[config.mk]
export PLATFORM = sky130hd
export DESIGN_NAME = prog_loader
export DESIGN_NICKNAME = d
export VERILOG_FILES = /design/src/rtl/prog_loader.sv
export SDC_FILE = /design/constraint.sdc
export NUM_CORES = 1
export LEC_CHECK = 0
export ABC_AREA = 1
export CAP_MARGIN = 0
export CORE_UTILIZATION = 45
export DETAILED_ROUTE_END_ITERATION = 16
export DONT_BUFFER_PORTS = 1
export GPL_TIMING_DRIVEN = 0
export PLACE_DENSITY = 0.59
export SETUP_SLACK_MARGIN = 0.2
export SYNTH_ARGS = -nofsm -noshare
export SYNTH_HDL_FRONTEND = slang
export SYNTH_SLANG_ARGS = --single-unit
[constraint.sdc]
create_clock -name clk -period 4.5 [get_ports clk]
set_input_delay 0.9 -clock clk [delete_from_list [all_inputs] [get_ports clk]]
set_output_delay 0.9 -clock clk [all_outputs]
set_load 0.05 [all_outputs]
[src/rtl/prog_loader.sv]
// prog_loader: receives a byte stream (word count, then big-endian 32-bit
// words), assembles the words into a flat RAM image for the CPU, and holds
// the CPU in reset until the image is complete and valid.
module prog_loader #(
  parameter int RAM_SIZE = 8
) (
  input  logic                  clk,
  input  logic                  reset,
  input  logic                  load_start,
  input  logic                  in_valid,
  input  logic [7:0]            in_data,
  output logic                  in_ready,
  output logic [RAM_SIZE*32-1:0] ram,
  output logic                  cpu_hold,
  output logic                  done,
  output logic                  error,
  output logic [7:0]            words_loaded
);

  typedef enum logic [2:0] {IDLE, COUNT, LOAD, DONE, ERROR} state_t;

  localparam logic [7:0] ram_max = 8'(RAM_SIZE);

  state_t      state_reg;
  logic [1:0]  byte_cnt_reg;
  logic [7:0]  n_words_reg;
  logic [23:0] asm_reg;         // first three bytes of the word in flight
  logic [31:0] ram_reg [RAM_SIZE];

  logic        xfer;
  logic        clear_img;
  logic        word_wr;
  logic [31:0] word_data;

  // A byte moves only when both sides agree; a new load wipes the image.
  always_comb begin
    xfer      = in_valid & in_ready;
    clear_img = load_start &&
                (state_reg == IDLE || state_reg == DONE || state_reg == ERROR);
    word_wr   = xfer && (state_reg == LOAD) && (byte_cnt_reg == 2'd3);
    word_data = {asm_reg, in_data};
  end

  // Load sequencer with registered handshake and status outputs.
  always_ff @(posedge clk) begin
    if (!reset) begin
      state_reg    <= IDLE;
      in_ready     <= 1'b0;
      cpu_hold     <= 1'b1;
      done         <= 1'b0;
      error        <= 1'b0;
      words_loaded <= 8'd0;
      byte_cnt_reg <= 2'd0;
      n_words_reg  <= 8'd0;
      asm_reg      <= 24'd0;
    end else begin
      case (state_reg)
        IDLE, DONE, ERROR: begin
          if (load_start) begin
            state_reg    <= COUNT;
            in_ready     <= 1'b1;
            cpu_hold     <= 1'b1;
            done         <= 1'b0;
            error        <= 1'b0;
            words_loaded <= 8'd0;
            byte_cnt_reg <= 2'd0;
            asm_reg      <= 24'd0;
          end
        end
        COUNT: begin
          if (xfer) begin
            if (in_data == 8'd0 || in_data > ram_max) begin
              state_reg <= ERROR;
              error     <= 1'b1;
              in_ready  <= 1'b0;
            end else begin
              n_words_reg <= in_data;
              state_reg   <= LOAD;
            end
          end
        end
        LOAD: begin
          if (xfer) begin
            byte_cnt_reg <= byte_cnt_reg + 2'd1;
            case (byte_cnt_reg)
              2'd0: asm_reg[23:16] <= in_data;
              2'd1: asm_reg[15:8]  <= in_data;
              2'd2: asm_reg[7:0]   <= in_data;
              default: begin
                words_loaded <= words_loaded + 8'd1;
                if (words_loaded + 8'd1 == n_words_reg) begin
                  state_reg <= DONE;
                  done      <= 1'b1;
                  cpu_hold  <= 1'b0;
                  in_ready  <= 1'b0;
                end
              end
            endcase
          end
        end
        default: state_reg <= IDLE;
      endcase
    end
  end

  // Image storage: cleared on reset or a new load, one word written per 4th byte.
  always_ff @(posedge clk) begin
    for (int i = 0; i < RAM_SIZE; i++) begin
      if (!reset || clear_img)
        ram_reg[i] <= '0;
      else if (word_wr && words_loaded == 8'(i))
        ram_reg[i] <= word_data;
    end
  end

  // Flatten the word array onto the CPU-facing bus, word i at bits (i+1)*32-1 : i*32.
  for (genvar gi = 0; gi < RAM_SIZE; gi++) begin : g_pack
    assign ram[gi*32 +: 32] = ram_reg[gi];
  end

endmodule
-- Word-level counts from Yosys, hierarchy flattened
Memory sizes are Yosys's and may differ from the RTL's.
Index checks and enable logic that the tools add are counted.
- add/subtract/negate cells: 2
- $lt $le $gt $ge: 1
- eq/ne operators: 24
- mux-type cells: 70
- bitwise logic cells: 10
- reduce and logical (&&, ||, !) cells: 35
- operator list (operator ; count):
    $mux 32 ; 8
    $mux 24 ; 2
    $mux 8 ; 6
    $pmux 24 s2 ; 1
    $mux 1 ; 38
    $eq 8x3->1 const B ; 4
    $reduce_and 4->1 ; 5
    $mux 3 ; 6
    $eq 8x2->1 const B ; 2
    $logic_not 8->1 ; 2
    $pmux 8 s2 ; 1
    $logic_and 1x1->1 ; 11
    $ne 2x2->1 const B ; 5
    $reduce_and 5->1 ; 2
    $pmux 3 s3 ; 1
    $add 8x1->8 const B ; 1
    $eq 8x1->1 const B ; 1
    $eq 8x8->1 ; 1
    $gt 8x4->1 const B ; 1
    $ne 2x1->1 const B ; 4
    $or 1x1->1 ; 8
    $reduce_and 7->1 ; 1
    $eq 3x2->1 const B ; 2
    $pmux 1 s2 ; 3
    18 further kinds ; 26
- register bits after elaboration: 49
- bits in writable memories: 256
- logic and storage cells: 154
- memories: 1
- memories (name ; depth ; width ; read ports ; clocked after memory_dff ; write ports ; RTL line ; source):
    ram_reg ; 8 ; 32 ; 8 ; 0 ; 8 ; 28 ; logic [31:0] ram_reg [RAM_SIZE];

-- Depth between registers and ports, before layout
- depth in word-level cells: 8
- gate-level depth with buffers: 14
- mapped depth without buffers: 14

-- Least setup slack after synthesis
No wires, ideal clock.
- path kind: input to register
- start point: in in_valid
- end point: mem ram_reg[7][4], in the netlist ram_reg[1][100] (enable)
- library setup time: 0.466 ns
- arrival: 3.626 ns
- setup slack: 0.408 ns
- stages on the path: 6
- cells stage by stage: nand2_1 inv_1 nand3_1 inv_2 nand2_1 o21ai_0
- RTL lines (element ; RTL line ; source):
    start: declaration ; 10 ; input logic in_valid,
    end: declaration ; 28 ;

==> results.cfg <==
[worst_hold_path]
hold_path_class = flip-flop to flip-flop

[cells_and_area]
area_delta_synth_final_pct = 14.3
final_core_util = 0.529
layout-drive-gt1-share = 0.105
final_net_count = 975
final_area_sq_mm = 0.0130
largest_register_ffs = 256
nFillCells = 2167
n_antenna_cell = 0

[clock_tree]
cts_resized = 0
numCtsBuffers = 31
worstSkewPairLatency_ns = 0.57
cts_root_buf = clkbuf_16
cts_tree = built
cts_setup_buffers = 0
clockBufferDepth = 3
clock-sinks = 305
cts.htree.levels = 1
holdBufCountCts = 0
clkTransAtPathRegs_ns = 0.06

[synthesis]
ys_seq_elements = 305
syn_avg_cell_area_sq_um = 12.4
post_synth_inst_count = 913
ys.flop_type = edfxtp_1
yosys.cell_types.count = 35
syn-num-nets = 934
yosysWarnings = 0
ys_seq_area_frac = 0.764
synthArstFlopShare = 0
syn_area_sq_mm = 0.0114
synth_edf_count = 256

[timing]
relSlewSlack = 0.508
timing.final.crit_period_ns = 2.98
report.final.slew_viol_count = 0
layout_setup_ws_ns = 1.52
skew_ns = 0.00675
max_freq_mhz = 335
tightest_slew_ns = 0.736
rsz0062_at_grt = no
final_hold_viol_count = 0
period_share = 0.663
finalSetupViolCount = 0

[die]
rows = 57
die_w_microns = 161
die_height_microns = 161
initial_utilization = 0.463
dieArea_sq_mm = 0.0259
io_pins = 280
core_area_sq_mm = 0.0245

[pwr]
p_per_area_mw_per_mm2 = 719
leakagePower_nw = 4.77
max-vdd-ir-drop_mv = 0.342
finalPower_mw = 9.32

[critical_path]
slowest_stage = o21ai_4
critical_path_required_ns = 4.77
cp_slowest_stage_delay_ns = 0.78
cp_data_arrival_time_ns = 3.26
crit_chain = nor4_1 -> nand3_1 -> o21ai_4 -> buf_16
start_kind = flip-flop
cp-end-kind = flip-flop
worst-path-max-fanout = 17
critical_path_class = flip-flop to flip-flop

[placed_design]
dp_slack_ns = 1.52
numPortBuffers = 0
gp_congestion = 0.859
dpl.hpwl_microns = 20500
dpl-instance-area_sq_mm = 0.0120

[grt]
overflow = 0
grt_pass1_wl_microns = 44100
first_global_vias = 6627
grt_max_degree = 23
grt_use_total = 0.232
antenna_found_initial = 0

[routing]
routedWlPerCell_microns = 23.3
postRouteAntennaNets = 0
route.detailed.drc = 0
drt_pass1_iterations = 5
vias = 6887
routed_via_density = 5.29
wl_microns = 30400
drtIter0Drc = 609

[flow_run]
cap_viol_max_count = 0

[status]
status = finished, final reports clean
layer usage:
metal	track usage	vias to the layer above	wire length [microns]
li1	-	3173	-
met1	0.306	3394	12800
met2	0.386	278	14700
met3	0.0553	42	2270
met4	0.0570	0	620
met5	0	-	0
where the power goes:
part | internal [mW] | switching, mW | leakage (nW)
Clock | 1.33 | 1.06 | 0.450
Combinational | 0.295 | 0.900 | 1.13
Sequential | 3.73 | 2.00 | 3.19
Total | 5.36 | 3.97 | 4.77
area by class of cell:
class,count,area [sq um],area share
Multi-Input combinational cell,497,2310,0.178
Clock inverter,16,113,0.00868
Timing Repair Buffer,8,198,0.0152
Clock buffer,41,813,0.0627
Inverter,73,274,0.0211
Buffer,38,184,0.0142
Tap cell,324,405,0.0313
Sequential cell,305,8670,0.668
worst paths after layout:
path / startpoint / to / slack, ns / cells after the start
setup / recovery: words_loaded[4] / ram_reg[0][45] / 1.52 / 4
hold / removal: n_words_reg[6] / n_words_reg[6] / 0.46 / 2
setup reg to reg: words_loaded[4] / ram_reg[0][45] / 1.52 / 4
hold reg to reg: n_words_reg[6] / n_words_reg[6] / 0.46 / 2
Yosys cell counts, drive strengths merged, types with 4 or more instances:
library cell    n  area (sq um)
nor2          292          1110
edfxtp        256          7690
nand2          60           230
dfxtp          49           981
inv            48           180
a21oi          41           216
o21ai          40           204
buf            29           150
clkinv         25          93.8
nand3          24           125
a211oi         11          87.6
clkbuf          9          33.8
ha              9           113
nor3            6          41.3
a31oi           4          25.0
placed cells by master, fill, tap and decap left out, types with 6 or more instances in the layout:
master     Yosys  final
nor2_1       288    288
nand2_1       58     58
inv_2          6      6
edfxtp_1     256    256
clkinv_1      25     33
clkbuf_16      0     31
inv_1         42     42
ha_1           9      9
o21ai_0       34     26
buf_2         27     27
o21ai_4        0      8
dfxtp_1       49     49
clkbuf_1       9     19
a21oi_1       38     38
a211oi_1      10     10
nand3_1       23     23
worst max-delay path: cells and delay by family, from the launching register on:
kind | cells | cell delay (ns)
compound gates | 1 | 0.78
buf+inv | 1 | 0.24
flops | 1 | 0.54
simple gates | 2 | 1.13
cells by family after synthesis:
family          share of synthesized area
buf+inv                            0.0403
fa+ha+maj                         0.00992
flops                               0.764
simple gates                        0.136
xor+xnor                          0.00154
compound gates                     0.0489
per-stage QoR:
stage	hold WS [ns]	TNS [ns]	instances
CTS	0.465	0	1302
floorplan	0.439	0	913
global placement	0.455	-386.05	1237
detailed placement	0.459	0	1245
global route	0.470	0	1302
finish	0.464	0	1302
Power figures use the tool's default switching activity.
